File: src/rtl/mole_round_sequencer.sv
// Whack-a-mole round controller: countdown, pseudo-random mole presentation,
// press scoring against the current mole, and period speedup after runs of hits.
module mole_round_sequencer #(
  parameter int          PERIOD_W        = 27,
  parameter int          START_PERIOD    = 100_000_000,
  parameter int          MIN_PERIOD      = 25_000_000,
  parameter int          PERIOD_STEP     = 5_000_000,
  parameter int          SPEEDUP_HITS    = 4,
  parameter int          ROUND_MOLES     = 30,
  parameter int          COUNTDOWN_TICKS = 3,
  parameter logic [15:0] LFSR_SEED       = 16'hACE1
) (
  input  logic        clock_i,
  input  logic        reset_i,
  input  logic        start_i,
  input  logic [15:0] button_i,
  output logic [1:0]  game_state_o,
  output logic [3:0]  mole_location_o,
  output logic        mole_tick_o,
  output logic        whacked_o,
  output logic [7:0]  score_o,
  output logic [7:0]  miss_o,
  output logic [7:0]  moles_left_o
);

  typedef enum logic [1:0] {
    S_IDLE      = 2'b00,
    S_COUNTDOWN = 2'b01,
    S_PLAY      = 2'b10,
    S_OVER      = 2'b11
  } state_t;

  localparam logic [PERIOD_W-1:0] START_P  = PERIOD_W'(START_PERIOD);
  localparam logic [PERIOD_W-1:0] MIN_P    = PERIOD_W'(MIN_PERIOD);
  localparam logic [PERIOD_W-1:0] STEP_P   = PERIOD_W'(PERIOD_STEP);
  localparam logic [PERIOD_W:0]   FLOOR_P  = (PERIOD_W+1)'(MIN_PERIOD + PERIOD_STEP);
  localparam logic [7:0]          ROUND_N  = 8'(ROUND_MOLES);
  localparam logic [7:0]          CD_LAST  = 8'(COUNTDOWN_TICKS - 1);
  localparam logic [7:0]          HIT_LAST = 8'(SPEEDUP_HITS - 1);

  state_t              r_state, w_state_nxt;
  logic [15:0]         r_lfsr;
  logic [PERIOD_W-1:0] r_period;    // period requested for the next mole
  logic [PERIOD_W-1:0] r_cur_p;     // period of the mole currently running
  logic [PERIOD_W-1:0] r_div;
  logic [7:0]          r_cd_cnt;
  logic [7:0]          r_hit_cnt;
  logic                r_hit_flag;
  logic [3:0]          r_loc;
  logic                r_tick;
  logic                r_whacked;
  logic [7:0]          r_score;
  logic [7:0]          r_miss;
  logic [7:0]          r_moles_left;

  logic                w_running, w_period_end, w_start, w_cd_done, w_present;
  logic                w_press, w_hit, w_miss, w_speedup;
  logic [15:0]         w_target;
  logic [3:0]          w_new_loc;
  logic [PERIOD_W-1:0] w_faster, w_period_nxt;
  logic                w_lfsr_fb;

  assign w_running    = (r_state == S_COUNTDOWN) || (r_state == S_PLAY);
  assign w_period_end = w_running && (r_div == r_cur_p - PERIOD_W'(1));
  assign w_start      = start_i && ((r_state == S_IDLE) || (r_state == S_OVER));
  assign w_cd_done    = (r_state == S_COUNTDOWN) && w_period_end && (r_cd_cnt == CD_LAST);
  assign w_present    = w_cd_done ||
                        ((r_state == S_PLAY) && w_period_end && (r_moles_left != 8'd0));

  // Presses are judged against the outgoing location even on a period-end cycle.
  assign w_target  = 16'd1 << r_loc;
  assign w_press   = (r_state == S_PLAY) && (button_i != 16'd0);
  assign w_hit     = w_press && (button_i == w_target) && !r_hit_flag;
  assign w_miss    = w_press && (button_i != w_target);
  assign w_speedup = w_hit && (r_hit_cnt == HIT_LAST);

  assign w_faster     = ({1'b0, r_period} >= FLOOR_P) ? (r_period - STEP_P) : MIN_P;
  assign w_period_nxt = w_start ? START_P : (w_speedup ? w_faster : r_period);

  assign w_new_loc = (r_lfsr[3:0] == r_loc) ? (r_lfsr[3:0] + 4'd1) : r_lfsr[3:0];
  assign w_lfsr_fb = r_lfsr[0] ^ r_lfsr[2] ^ r_lfsr[3] ^ r_lfsr[5];

  // NOTE: every sequential register uses <= so all flops sample the same pre-edge values.
  always_ff @(posedge clock_i or negedge reset_i) begin
    if (!reset_i) r_state <= S_IDLE;
    else          r_state <= w_state_nxt;
  end

  // NOTE: the default assignment first keeps this block purely combinational (no latch).
  always_comb begin
    w_state_nxt = r_state;
    unique case (r_state)
      S_IDLE:      if (w_start) w_state_nxt = S_COUNTDOWN;
      S_COUNTDOWN: if (w_cd_done) w_state_nxt = S_PLAY;
      S_PLAY:      if (w_period_end && (r_moles_left == 8'd0)) w_state_nxt = S_OVER;
      S_OVER:      if (w_start) w_state_nxt = S_COUNTDOWN;
      default:     w_state_nxt = S_IDLE;
    endcase
  end

  always_ff @(posedge clock_i or negedge reset_i) begin
    if (!reset_i) begin
      r_lfsr       <= LFSR_SEED;
      r_period     <= START_P;
      r_cur_p      <= START_P;
      r_div        <= '0;
      r_cd_cnt     <= '0;
      r_hit_cnt    <= '0;
      r_hit_flag   <= 1'b0;
      r_loc        <= '0;
      r_tick       <= 1'b0;
      r_whacked    <= 1'b0;
      r_score      <= '0;
      r_miss       <= '0;
      r_moles_left <= '0;
    end else begin
      r_lfsr    <= {w_lfsr_fb, r_lfsr[15:1]};
      r_period  <= w_period_nxt;
      r_tick    <= w_present;
      r_whacked <= w_hit;

      if (w_start) begin
        r_div        <= '0;
        r_cur_p      <= START_P;
        r_cd_cnt     <= '0;
        r_hit_cnt    <= '0;
        r_hit_flag   <= 1'b0;
        r_score      <= '0;
        r_miss       <= '0;
        r_moles_left <= ROUND_N;
      end else begin
        // A shorter period only applies from the next wrap; the running count is never cut.
        if (w_period_end) begin
          r_div   <= '0;
          r_cur_p <= w_period_nxt;
        end else if (w_running) begin
          r_div <= r_div + PERIOD_W'(1);
        end

        if ((r_state == S_COUNTDOWN) && w_period_end) r_cd_cnt <= r_cd_cnt + 8'd1;

        if (w_speedup)  r_hit_cnt <= '0;
        else if (w_hit) r_hit_cnt <= r_hit_cnt + 8'd1;

        if (w_hit && (r_score != 8'hFF)) r_score <= r_score + 8'd1;
        if (w_miss && (r_miss != 8'hFF)) r_miss  <= r_miss + 8'd1;

        if (w_present) begin
          r_loc        <= w_new_loc;
          r_moles_left <= r_moles_left - 8'd1;
          r_hit_flag   <= 1'b0;
        end else if (w_hit) begin
          r_hit_flag <= 1'b1;
        end
      end
    end
  end

  assign game_state_o    = r_state;
  assign mole_location_o = r_loc;
  assign mole_tick_o     = r_tick;
  assign whacked_o       = r_whacked;
  assign score_o         = r_score;
  assign miss_o          = r_miss;
  assign moles_left_o    = r_moles_left;

endmodule
File: config.mk
export PLATFORM = sky130hd
export DESIGN_NAME = mole_round_sequencer
export DESIGN_NICKNAME = d
export VERILOG_FILES = /design/src/rtl/mole_round_sequencer.sv
export SDC_FILE = /design/constraint.sdc
export NUM_CORES = 1
export LEC_CHECK = 0
export BUFFER_PORTS_ARGS = -buffer_cell sky130_fd_sc_hd__buf_4
export CAP_MARGIN = 20
export CELL_PAD_IN_SITES_DETAIL_PLACEMENT = 0
export CELL_PAD_IN_SITES_GLOBAL_PLACEMENT = 2
export CORE_MARGIN = 1.5
export CORE_UTILIZATION = 30
export DETAILED_ROUTE_END_ITERATION = 8
export GPL_ROUTABILITY_DRIVEN = 0
export PLACE_DENSITY = 0.63
export SLEW_MARGIN = 5
export SYNTH_ARGS = -nofsm -noshare
export SYNTH_HDL_FRONTEND = slang
export SYNTH_SLANG_ARGS = --single-unit
File: constraint.sdc
create_clock -name clock_i -period 3.9 [get_ports clock_i]
set_input_delay 0.39 -clock clock_i [delete_from_list [all_inputs] [get_ports clock_i]]
set_output_delay 0.39 -clock clock_i [all_outputs]
set_load 0.01 [all_outputs]
== Yosys cells after proc, flatten, opt, wreduce, memory -nomap -nowiden ==
Index checks and enable logic that the tools add are counted.
Word-level totals
  RAM bits: 0
  output and inout bits: 32
  latch bits: 0
  memories kept: 0
  input bits: 19
  flip-flop bits (word level): 146
  bits in read-only memories: 0
  word-level logic and storage cells: 103
Operators by class
  add/sub/neg operators: 9
  eq/ne operators: 14
  order comparisons: 1
  shifts and indexed selects: 1
  bitwise operators: 4
  muxes and demuxes: 27
  reduce and logical (&&, ||, !) cells: 33
  div/mod/pow operators: 0
  multiply operators: 0
Operators with widths (number)
  $mux 27: 8
  $mux 8: 11
  $add 8x1->8 const B: 4
  $add 27x1->27 const B: 1
  $eq 27x27->1: 1
  $ge 27x25->1 const B: 1
  $sub 27x1->27 const B: 1
  $sub 27x23->27 const B: 1
  $eq 16x16->1: 1
  $eq 8x2->1 const B: 2
  $ne 16x16->1: 1
  $ne 8x8->1 const B: 2
  $reduce_bool 16->1: 1
  $shl 1x4->16 const A: 1
  $logic_and 1x1->1: 14
  $reduce_bool 2->1: 5
  $reduce_bool 3->1: 3
  $logic_not 8->1: 1
  $reduce_bool 8->1: 1
  $sub 8x1->8 const B: 1
  $mux 2: 3
  $pmux 2 s3: 1
  $add 4x1->4 const B: 1
  $eq 2x2->1 const B: 2
  other kinds (14): 21

== Logic depth before layout (Yosys ltp) ==
Gate-level depths: netlist of the first run.
  word-level depth: 9
  depth in mapped cells: 15

== Least setup slack after synthesis of the first run ==
No wires, ideal clock.
  path type: register to register
  start: register r_cur_p[12]
  end: register r_moles_left[7] (netlist: moles_left_o[7])
  library setup time: 122 ps
  data required time: 3778 ps
  data arrival time: 3731 ps
  setup slack: 47 ps
  cell stages (with the launch flop): 13
  path through: dfrtp_1 buf_6 or4_4 buf_6 or3_1 clkbuf_2 o31a_1 or2_0 or4_4 nor4b_4 nand4_2 or4b_1 mux2i_1
On the way
  cells in the longest elaborated chain, start to end: 7
RTL lines
  start: declaration: line 44  | logic [PERIOD_W-1:0] r_cur_p;
  start signal: assignment: line 135  | r_cur_p <= w_period_nxt;
  $sub 27x1->27 *: line 64  | assign w_period_end = w_running && (r_div == r_cur_p - PERIOD_W'(1));
  $eq 27x27->1 *: line 64
  $logic_and 1x1->1 *: line 64
  $logic_and 1x1->1, on equally long branches (2 in a row): line 66, 68
  $logic_or 1x1->1 *: line 67  | assign w_present = w_cd_done ||
  $reduce_bool 2->1 (no line) *
  end signal: assignment: line 150  | r_moles_left <= r_moles_left - 8'd1;
  end: declaration: line 54  | logic [7:0] r_moles_left;
Every way passes the cells marked *; elsewhere a longest branch is shown, timed or not.
A chain may end at the register's enable or synchronous reset.

== Worst setup path after layout of the first run ==
  start: register r_cur_p[1]
  end: register r_moles_left[7] (netlist: moles_left_o[7])
Same word-level chain as after synthesis.

==> metrics.md, run 1 <==
| Metric | Value |
|---|---|
| Reg2reg start | r_cur_p[1]$_DFFE_PN0P_ |
| Hold buffers post-CTS | 0 |
| Crit path DAT | 4.04 ns |
| Row cnt | 61 |
| Worst Setup Start Kind | flip-flop |
| IO Pins | 51 |
| Die height | 170 um |
| Crit path kind | flip-flop to flip-flop |
| Peak supply drop | 0.271 mV |
| Final Net Count | 1012 |
| Root Driver | clkbuf_16 |
| Post-synth top area cell | dfrtp_1 |
| Dominant cells by area after synthesis | dfrtp_1 (34%), dfstp_2 (10%), xnor2_1 (5.3%) |
| Grt total ovfl | 0 |
| Worst reg-to-reg path cell count | 11 |
| CTS clk-pin slew, worst paths | 0.06 ns |
| Reg-to-Reg End | moles_left_o[7]$_DFFE_PN0P_ |
| Leakage | 4.19 nW |
| Largest net degree at the start of global routing | 98 |
| Port Buf Inserts | 50 |
| Syn Nets | 944 |
| Minimum clock period | 3.73 ns |
| Hold crit path type | input pin to asynchronous set/reset pin |
| Status | completed |
| Req. time, crit path | 4.21 ns |
| Vias per Instance | 4.90 |
| Postcts setup bufs | 0 |
| RSZ-0062 raised after global routing | no |
| Yosys cell types | 75 |
| Die Area | 29000 sq um |
| Final setup margin | 0.172 ns |
| CP max FO | 5 |
| Number of synthesized register bits | 146 |
| DP HPWL | 16500 um |
| Max-slew headroom | 36.7% |
| Cts repair resizes | 0 |
| First-pass GRT wire length | 37500 um |
| Avg Cell Area, Syn | 9.23 sq um |
| Fin crit share | 95.6% |
| Top cell type's share of synthesized area | 34.0% |
| DIE WIDTH | 170 um |
| Antenna violations before repair | 0 |
| Pwr dens | 397 nW/um^2 |
| Core Area | 27600 sq um |
| Setup crit end kind | flip-flop |
| Residual DRC | 0 |
| Fmax achieved | 0.268 GHz |
| DR iter-0 viols | 322 |
| Final Hold Viols | 0 |
| H-tree depth | 4 |
| Pins over their slew limit | 0 |
| Clock Latency Late Sink | 0.43 ns |
| Actual slew at the worst max-slew pin | 0.949 ns |
| Post-synthesis cell count | 910 |
| N_diodes | 0 |
| Initial Util | 30.4% |
| Inserted Clock Buffers | 17 |
| DR vias | 6704 |
| Max Root-Sink Buffers | 2 |
| Post-synth EDFFs | 0 |
| FFs w/ async S/R, synth | 100% |
| Most frequent cells after synthesis | dfrtp_1 (114), nor2_1 (114), nand2_1 (78) |
| Routed WL | 22800 um |
| DRT antenna net count | 0 |
| Register area share after synthesis | 44.0% |
| Mapped cell area | 8400 sq um |
| Maxcap violations | 0 |
| Setup WS pre-CTS | 0.0160 ns |
| DR WL/cell | 16.6 um |
| Number of global-route vias before repair | 6742 |
| Gr usage total | 16.7% |
| Area delta synth->final | 18.9% |
| CTS tree | yes |
| Final setup TNS | 0 ns |
| Share of post-route cells with drive strength above 1 | 18.3% |
| Ys Warns | 0 |
| Clock Skew | 0.0125 ns |
| 1st-pass router iterations | 4 |
| Clock sink count | 146 |
| Top_reg_cell synth | dfrtp_1 |
| Reg-to-reg slack, setup | 0.17 ns |
| Setup-failing EPs final | 0 |
==> per-stage QoR <==
step	area, sq um	instances	hold slack, ns	util (%)	power [mW]
final	9980	1369	0.0532	36.1	3.97
after global placement	9410	1337	0.332	34.0	2.45
after CTS	9950	1369	0.101	36.0	4.05
after global routing	9980	1369	0.144	36.1	4.19
after floorplan	8400	910	0.0944	-	2.04
after detailed placement	9410	1337	0.337	34.0	2.44
==> flip-flops by register name (all words and copies together) (netlist names) <==
name and flops:
miss_o 8, r_hit_cnt 8, r_cd_cnt 8, mole_location_o 4, r_lfsr 16, score_o 8
moles_left_o 8, game_state_o 2, r_period 27, r_cur_p 27, r_div 27, mole_tick_o 1
r_hit_flag 1, whacked_o 1
==> layer usage <==
layer	track usage, %	wire length, um
met5	0	0
met3	3.26	577
met1	23.4	11600
met2	26.5	10500
met4	4.04	176
==> placed cells by master, fill, tap and decap left out, drive strengths merged, types with 34 or more instances in the layout <==
cell	netlist	routed
a21oi	34	34
buf	9	84
dfrtp	114	114
inv	29	38
nand2	78	78
nand3	37	37
nor2	114	114
o21ai	44	44
xnor2	51	51
xor2	42	42
==> power breakdown <==
part	total [mW]	switching [mW]	internal, mW
Clock	1.57	0.735	0.835
Combinational	0.792	0.542	0.251
Sequential	1.61	0.0533	1.55
Total	3.97	1.33	2.64
==> worst max-delay path by stage <==
stage	startpoint	to	cells past startpoint
floorplan	r_cur_p[12]$_DFFE_PN0P_	moles_left_o[7]$_DFFE_PN0P_	12
global placement	r_cur_p[2]$_DFFE_PN0P_	r_cd_cnt[4]$_DFFE_PN0P_	10
detailed placement	r_cur_p[1]$_DFFE_PN0P_	moles_left_o[7]$_DFFE_PN0P_	11
CTS	r_cur_p[1]$_DFFE_PN0P_	moles_left_o[7]$_DFFE_PN0P_	11
global route	r_cur_p[1]$_DFFE_PN0P_	r_cd_cnt[4]$_DFFE_PN0P_	12
finish	r_cur_p[1]$_DFFE_PN0P_	moles_left_o[7]$_DFFE_PN0P_	11
==> worst max-delay path, stage by stage (launching register included) <==
cell	delay, ns
dfrtp_1	0.40
inv_1	0.09
ha_1	0.22
or4b_4	0.53
xnor2_1	0.17
nand2_1	0.06
mux2_2	0.29
or4_4	0.57
nor4b_4	0.39
nand4_2	0.18
or4b_1	0.56
mux2i_1	0.13
==> layout make-up <==
class / count / area [sq um]
fill: 2857 / 17600
multi-input combinational: 700 / 4480
sequential: 146 / 3690
timing repair buffer: 84 / 684
tap: 378 / 473
clock buffer: 18 / 429
clock inverter: 14 / 118
inverter: 29 / 109
==> kinds of logic (layout without fill, tap and decap cells) <==
group	count (synthesis)	in the layout	share of synthesized area (%)
DFF	146	146	44.0
and+or+nand+nor	413	413	26.1
adders and majority gates	15	15	2.24
AOI/OAI and AO/OA	158	158	12.2
buffers and inverters	64	145	3.14
xor gates and xnor gates	93	93	9.70
muxes	21	21	2.61
Note: power is estimated with default switching activity, not from simulation.
==> inputs of run 2 (changes only) <==
--- a/config.mk
+++ b/config.mk
@@ -13,7 +13,7 @@
 export CORE_UTILIZATION = 30
 export DETAILED_ROUTE_END_ITERATION = 8
 export GPL_ROUTABILITY_DRIVEN = 0
-export PLACE_DENSITY = 0.63
+export PLACE_DENSITY = 0.6
 export SLEW_MARGIN = 5
 export SYNTH_ARGS = -nofsm -noshare
 export SYNTH_HDL_FRONTEND = slang
==> constraint.sdc (replaced) <==
create_clock -name clock_i -period 4.84 [get_ports clock_i]
set_input_delay 0.484 -clock clock_i [delete_from_list [all_inputs] [get_ports clock_i]]
set_output_delay 0.484 -clock clock_i [all_outputs]
set_load 0.01 [all_outputs]
==> run 2 against run 1 <==
Against the previous run:
- sequential power down 20%
- clock power shrank 19%
- wire length rose by 1.7%
- sequential share of layout area is 0.92 points higher
- final area is 2.4% lower
- fmax down 11%
- sequential cell count stayed put
- die area unchanged
- critical path type unchanged
- critical endpoint unchanged
- largest cell class unchanged
- largest power group unchanged
- highest routed layer unchanged
==> metrics.md, run 2 (synthesis results as in run 1) <==
| Metric | Value |
|---|---|
| Cts repair resizes | 0 (unchanged) |
| Hold Slack | 0.0714 ns (+0.0181 ns) |
| Core Area | 27600 sq um (unchanged) |
| Critical Path Max Stage Delay | 0.61 ns (+0.04 ns) |
| Placed Cells | 1315 (-1.6%) |
| Minimum clock period | 4.17 ns (+0.443 ns) |
| Most frequent cells in the layout | nor2_1 (114), dfrtp_1 (114), nand2_1 (78) |
| 1st-pass router iterations | 5 (+1) |
| Fmax achieved | 0.240 GHz (-11%) |
| Setup-failing EPs final | 0 (unchanged) |
| Crit path DAT | 4.48 ns (+0.44 ns) |
| Max-slew headroom | 45.1% (+8.3 points) |
| Clock Latency Late Sink | 0.43 ns (about the same) |
| DR iter-0 viols | 365 (+13%) |
| Fin cells | 1347 (-1.6%) |
| RSZ-0062 raised after global routing | no |
| Fin crit share | 86.2% (-9.4 points) |
| Crit-path slowest cell | or4b_1 |
| Setup crit end kind | flip-flop |
| Final setup TNS | 0 ns (unchanged) |
| CTS tree | yes |
| Top sig layer | met4 |
| Row cnt | 61 (unchanged) |
| Vias per Instance | 4.98 (+1.8%) |
| IO Pins | 51 (unchanged) |
| Crit-path cells | inv_1 > ha_1 > or4b_1 > or4_1 > or3_1 > mux2i_1 > o21ai_1 > and2_0 > nand4_2 > or4b_1 > mux2i_1 |
| Crit path kind | flip-flop to flip-flop |
| Leakage | 4.04 nW (-3.4%) |
| DR vias | 6713 (+0.13%) |
| Postcts setup bufs | 0 (unchanged) |
| Clock Skew | 0.0117 ns (-0.000784 ns) |
| DRT antenna net count | 0 (unchanged) |
| Largest net degree at the start of global routing | 83 (-15%) |
| Worst Setup Start Kind | flip-flop |
| Die height | 170 um (unchanged) |
| Area delta synth->final | 16.0% |
| Inserted Clock Buffers | 17 (unchanged) |
| Die Area | 29000 sq um (unchanged) |
| Met2 wire len | 10900 um (+4.1%) |
| CTS clk-pin slew, worst paths | 0.07 ns (about the same) |
| Status | completed |
| Routed WL | 23100 um (+1.7%) |
| First-pass GRT wire length | 38600 um (+2.9%) |
| Share of post-route cells with drive strength above 1 | 15.9% (-2.4 points) |
| N_diodes | 0 (unchanged) |
| DIE WIDTH | 170 um (unchanged) |
| Gr usage total | 17.1% (+0.41 points) |
| Clock sink count | 146 (unchanged) |
| Final Net Count | 990 (-2.2%) |
| Worst reg-to-reg path cell count | 11 (unchanged) |
| Critical path depth | 11 (unchanged) |
| WP buf/inv | 1 (unchanged) |
| Initial Util | 30.4% (unchanged) |
| Port Buf Inserts | 50 (unchanged) |
| Pwr dens | 321 nW/um^2 (-19%) |
| Met1 WL | 11500 um (-0.36%) |
| Antenna violations before repair | 0 (unchanged) |
| Root Driver | clkbuf_16 |
| Max Root-Sink Buffers | 2 (unchanged) |
| Largest registers | r_cur_p: 27 flops, r_div: 27 flops, r_period: 27 flops |
| H-tree depth | 4 (unchanged) |
| CP max FO | 7 (+2) |
| DR WL/cell | 17.2 um (+3.4%) |
| Grt total ovfl | 0 (unchanged) |
| Maxcap violations | 0 (unchanged) |
| Met3 wire length | 565 um (-2.1%) |
| Hold crit path type | input pin to asynchronous set/reset pin |
| DP HPWL | 17000 um (+2.9%) |
| Residual DRC | 0 (unchanged) |
| CP top delay family | simple AND/OR/NAND/NOR gates |
| Req. time, crit path | 5.15 ns (+0.94 ns) |
| Final Hold Viols | 0 (unchanged) |
| Actual slew at the worst max-slew pin | 0.818 ns (-0.131 ns) |
| Number of global-route vias before repair | 6821 (+1.2%) |
| Pins over their slew limit | 0 (unchanged) |
| Peak supply drop | 0.232 mV (-15%) |
| Hold buffers post-CTS | 0 (unchanged) |
run 2: cell count changes in the layout (fill, tap and decap cells not counted), sizes merged:
cell and change:
inv -1, clkinv -1, clkinvlp +2, buf -22
run 2: final cells by class:
type | instances | area (sq um)
multi-input cells | 700 | 4450
clock inverters | 14 | 121
repair buffers | 62 | 469
fillers | 2904 | 17900
well taps | 378 | 473
flip-flops and latches | 146 | 3690
inverters | 29 | 109
clock buffers | 18 | 429
run 2: power by group:
part           leakage (nW)  total, mW  switching (mW)  internal [mW]
Sequential             1.90       1.29          0.0412           1.25
Combinational          1.89      0.566           0.400          0.166
Clock                 0.260       1.27           0.592          0.674
run 2: routing by layer:
metal | vias to the layer above | global-route usage [%]
met4 | 0 | 3.66
li1 | 3355 | -
met2 | 95 | 28.0
met3 | 14 | 2.86
met1 | 3249 | 23.7
met5 | - | 0
run 2: path summary, 6_finish.rpt:
| path | startpoint | end | slack (ns) |
|---|---|---|---|
| hold / removal | reset_i | game_state_o[1]$_DFFE_PN0P_ | 0.07 |
| max in group asynchronous | reset_i | r_cur_p[25]$_DFFE_PN0P_ | 3.65 |
| hold reg to reg | r_lfsr[7]$_DFF_PN1_ | r_lfsr[6]$_DFF_PN1_ | 0.35 |
| setup reg to reg | r_cur_p[0]$_DFFE_PN0P_ | moles_left_o[7]$_DFFE_PN0P_ | 0.67 |
| min in group clock_i | r_lfsr[7]$_DFF_PN1_ | r_lfsr[6]$_DFF_PN1_ | 0.35 |
| setup / recovery | r_cur_p[0]$_DFFE_PN0P_ | moles_left_o[7]$_DFFE_PN0P_ | 0.67 |
run 2: per-stage QoR:
step | worst slack (ns) | power [mW] | utilization [%] | cell area, sq um
2_1_floorplan | 0.987 | 1.64 | - | 8400
3_3_place_gp | 0.685 | 1.91 | 33.3 | 9190
3_5_place_dp | 0.648 | 1.90 | 33.3 | 9190
4_1_cts | 0.620 | 3.20 | 35.3 | 9740
5_1_grt | 0.446 | 3.31 | 35.3 | 9740
6_report | 0.669 | 3.12 | 35.3 | 9740
